**src/rtl/demux_1_4.sv**
```systemverilog
// Registered 1-to-4 demultiplexer. Each output lane owns its own data/valid flops.
// The lane's data is cleared on any routed sample aimed at another lane and held when EN is low.

module demux_1_4_lane #(
   parameter int         BITS_NUM = 2,
   parameter logic [1:0] LANE_ID  = 2'd0
) (
   input  logic                clk_i,
   input  logic                rst_i,
   input  logic                en_i,
   input  logic [BITS_NUM-1:0] x_i,
   input  logic [1:0]          sel_i,
   output logic [BITS_NUM-1:0] y_o,
   output logic                vld_o
);

   logic [BITS_NUM-1:0] y_q, y_d;
   logic                vld_q, vld_d;
   logic                hit;

   assign hit = (sel_i == LANE_ID);

   always_comb begin
      y_d   = y_q;
      vld_d = 1'b0;
      if (en_i) begin
         // A sample aimed elsewhere still clears this lane.
         y_d   = hit ? x_i : '0;
         vld_d = hit;
      end
   end

   always_ff @(posedge clk_i) begin
      if (rst_i) begin
         y_q   <= '0;
         vld_q <= 1'b0;
      end else begin
         y_q   <= y_d;
         vld_q <= vld_d;
      end
   end

   assign y_o   = y_q;
   assign vld_o = vld_q;

endmodule

module demux_1_4 #(
   parameter int BITS_NUM = 2
) (
   input  logic                CLK,
   input  logic                RST,
   input  logic                EN,
   input  logic [BITS_NUM-1:0] X,
   input  logic [1:0]          SEL,
   output logic [BITS_NUM-1:0] Y0,
   output logic [BITS_NUM-1:0] Y1,
   output logic [BITS_NUM-1:0] Y2,
   output logic [BITS_NUM-1:0] Y3,
   output logic [3:0]          VLD
);

   localparam int NUM_LANES = 4;

   logic [NUM_LANES-1:0][BITS_NUM-1:0] y_w;
   logic [NUM_LANES-1:0]               vld_w;

   for (genvar i = 0; i < NUM_LANES; i++) begin : g_lane
      demux_1_4_lane #(
         .BITS_NUM (BITS_NUM),
         .LANE_ID  (2'(i))
      ) u_lane (
         .clk_i (CLK),
         .rst_i (RST),
         .en_i  (EN),
         .x_i   (X),
         .sel_i (SEL),
         .y_o   (y_w[i]),
         .vld_o (vld_w[i])
      );
   end

   assign Y0  = y_w[0];
   assign Y1  = y_w[1];
   assign Y2  = y_w[2];
   assign Y3  = y_w[3];
   assign VLD = vld_w;

endmodule

```
**config.mk**
```make
export PLATFORM = sky130hd
export DESIGN_NAME = demux_1_4
export DESIGN_NICKNAME = d
export VERILOG_FILES = /design/src/rtl/demux_1_4.sv
export SDC_FILE = /design/constraint.sdc
export NUM_CORES = 1
export LEC_CHECK = 0
export CAP_MARGIN = 20
export CORE_MARGIN = 8
export CORE_UTILIZATION = 36
export DETAILED_ROUTE_END_ITERATION = 6
export PLACE_DENSITY = 0.68
export RECOVER_POWER = 50
export SYNTH_ARGS = -nofsm -noshare
export SYNTH_HDL_FRONTEND = slang
export SYNTH_SLANG_ARGS = --single-unit
```
**constraint.sdc**
```tcl
create_clock -name CLK -period 0.8 [get_ports CLK]
set_clock_uncertainty 0.05 [all_clocks]
set_input_delay 0.12 -clock CLK [delete_from_list [all_inputs] [get_ports CLK]]
set_output_delay 0.12 -clock CLK [all_outputs]
set_load 0.02 [all_outputs]
```
==> results.cfg <==
[outcome]
outcome = complete, but fails checks
violations = setup timing

[timing]
setup-tns-final_ns = -0.976
fin_hold_ws_ns = 0.155
final_hold_viol_count = 0
fin_crit_sh = 1.12
setup_ws_ns = -0.0953
slew_violations = 0
fmax_mhz = 1120
rsz0062_at_grt = true
worst_pin_slew_ns = 0.371
period_needed_ns = 0.895
setup_viol = 12
slew_headroom = 0.753

[worst_setup_path]
critical_path.cell_chain = buf_6
worstSetupStartpointType = flip-flop
slowest_stage = dfxtp_2
cp-end-kind = primary output
cp_max_fo = 2
cp_data_arrival_time_ns = 0.73
worstRegToRegCells = 3
reg2reg_slack_ns = 0.07
required_ns = 0.63
criticalPathCategory = reg2out
path_delay_family = flip-flops
crit_buf_inv = 1
crit_cells = 1
cpPeakStageDelay_ns = 0.34

[min_path]
holdPathStages = 3
hp-class = in2reg

[final_layout]
fin_nets = 78
instances_no_fill = 84
seqCellArea_um2 = 255
final_util = 0.582
fillCellCount = 133
synthToLayoutAreaGrowth_pct = 50.5
multi_input_area_um2 = 218
design_area_um2 = 757
drive_gt1_frac = 0.551
antenna_cells = 0

[global_routing]
grtUsageTotal = 0.0833
grt_pass1_vias = 420
antenna_found_initial = 0
gr-total-overflow = 0
grt_max_degree = 13
grt_pass1_wl_um = 1760

[floorplan]
start_util = 0.387
io_pins = 19
fp.coreArea_um2 = 1300
die_w_um = 53.4
dieArea_um2 = 2850
num_rows = 13
dieHeight_um = 53.4

[clocking]
cts_root_buffer = clkbuf_4
numCtsBuffers = 3
path_clk_slew_ns = 0.07
cts_tree = yes
clock_sinks = 12
clk_latency_ns = 0.26
ctsLongestPathBuffers = 2
htreeDepth = 1

[yosys]
synthTopCellsByCount = dfxtp_1 (12), a21oi_1 (8), nand2b_1 (8)
yosysTopAreaCell = dfxtp_1
yosysTopAreaCellShare = 0.478
synth.distinct_cells = 15
ys_seq_elements = 12
syn_area_per_cell_um2 = 10.1
synthCells = 50
syn_nets = 57
async_reset_ff_frac = 0
synth_ff_type = dfxtp_1
synth.area.top_cells = dfxtp_1 (48%), nand2b_1 (10%), a21oi_1 (8.0%)
seq_area_frac_synth = 0.478
synth_area_um2 = 503
synth-edff-count = 0
yosysMostFrequentCell = dfxtp_1
synth_warnings = 0

[power]
p_leak_nw = 0.304
power_density_nw_per_um2 = 1520
irDropWorstVdd_mv = 0.730
power_mw = 1.15

[placed_design]
place_area_um2 = 686
dp.cells = 81
port_buffers = 18
pre_cts_ws_ns = -0.417
hpwl_um = 804
gp_congestion = 0.690

[routing]
antenna_left = 0
drt-wirelength-per-cell_um = 13.5
drt_iter0_drc = 3
routed_wl_um = 1130
drtPass1Iterations = 4
drc_errors = 0
via_per_inst = 5.05
vias = 424

[run]
maxCapViolations = 0
-- power by group --
part           total (mW)  switching, mW  internal, mW
clock               0.359          0.185         0.174
combinational       0.171         0.0791        0.0921
sequential          0.624        0.00921         0.615
total                1.15          0.273         0.881
-- layout by cell type, fill, tap and decap left out --
master	Yosys	routed
nand4bb_1	2	2
nand2_1	1	1
a21oi_2	0	1
buf_4	4	5
dlygate4sd2_1	0	3
nor3b_2	0	2
nand4_1	2	2
nand4b_1	4	4
dlymetal6s2s_1	0	1
nand2b_1	8	7
clkbuf_4	2	3
buf_6	1	13
clkdlybuf4s50_1	0	2
nor3_1	1	1
a21oi_1	8	7
nand2b_2	0	1
nor2_1	1	1
nand2b_4	1	1
dfxtp_2	0	12
-- registers in the layout, summed over array words and instances (netlist names) --
signal               cells
g_lane.u_lane.vld_o      4
g_lane.u_lane.y_o        8
-- cell type report --
| class | instances | share of cell area |
|---|---|---|
| Sequential cell | 12 | 0.337 |
| Timing Repair Buffer | 24 | 0.321 |
| Multi-Input combinational cell | 30 | 0.288 |
| Clock buffer | 3 | 0.0298 |
| Tap cell | 15 | 0.0248 |
-- routing by layer --
layer | track usage | part of all wire | vias up
li1 | - | - | 209
met1 | 0.101 | 0.45 | 189
met2 | 0.117 | 0.45 | 24
met3 | 0.0364 | 0.083 | 2
met4 | 0.0504 | 0.0088 | 0
met5 | 0 | 0 | -
-- path summary, 6_finish.rpt --
| kind | startpoint | to |
|---|---|---|
| min | X[1] | g_lane[2].u_lane.y_o[1] |
| min reg2reg | g_lane[1].u_lane.y_o[1] | g_lane[1].u_lane.y_o[1] |
| max reg2reg | g_lane[1].u_lane.y_o[0] | g_lane[1].u_lane.y_o[0] |
| max | g_lane[0].u_lane.y_o[0] | Y0[0] |
-- cell families (layout without fill, tap and decap cells) --
| group | count (synthesis) | in the layout | synth area share |
|---|---|---|---|
| buffers and inverters | 8 | 27 | 0.122 |
| AND/OR/NAND/NOR | 22 | 22 | 0.321 |
| AO/OA/AOI/OAI | 8 | 8 | 0.0796 |
| flip-flops | 12 | 12 | 0.478 |
-- repair_timing --
| action | in CTS | in global routing |
|---|---|---|
| hold buffers | 0 | 0 |
| buffers inserted | 0 | 1 |
| pin swaps | 1 | 1 |
| gates resized for setup | 88 | 5 |
| endpoints found under the setup margin | 24 | 15 |
Note: power is estimated with default switching activity, not from simulation.
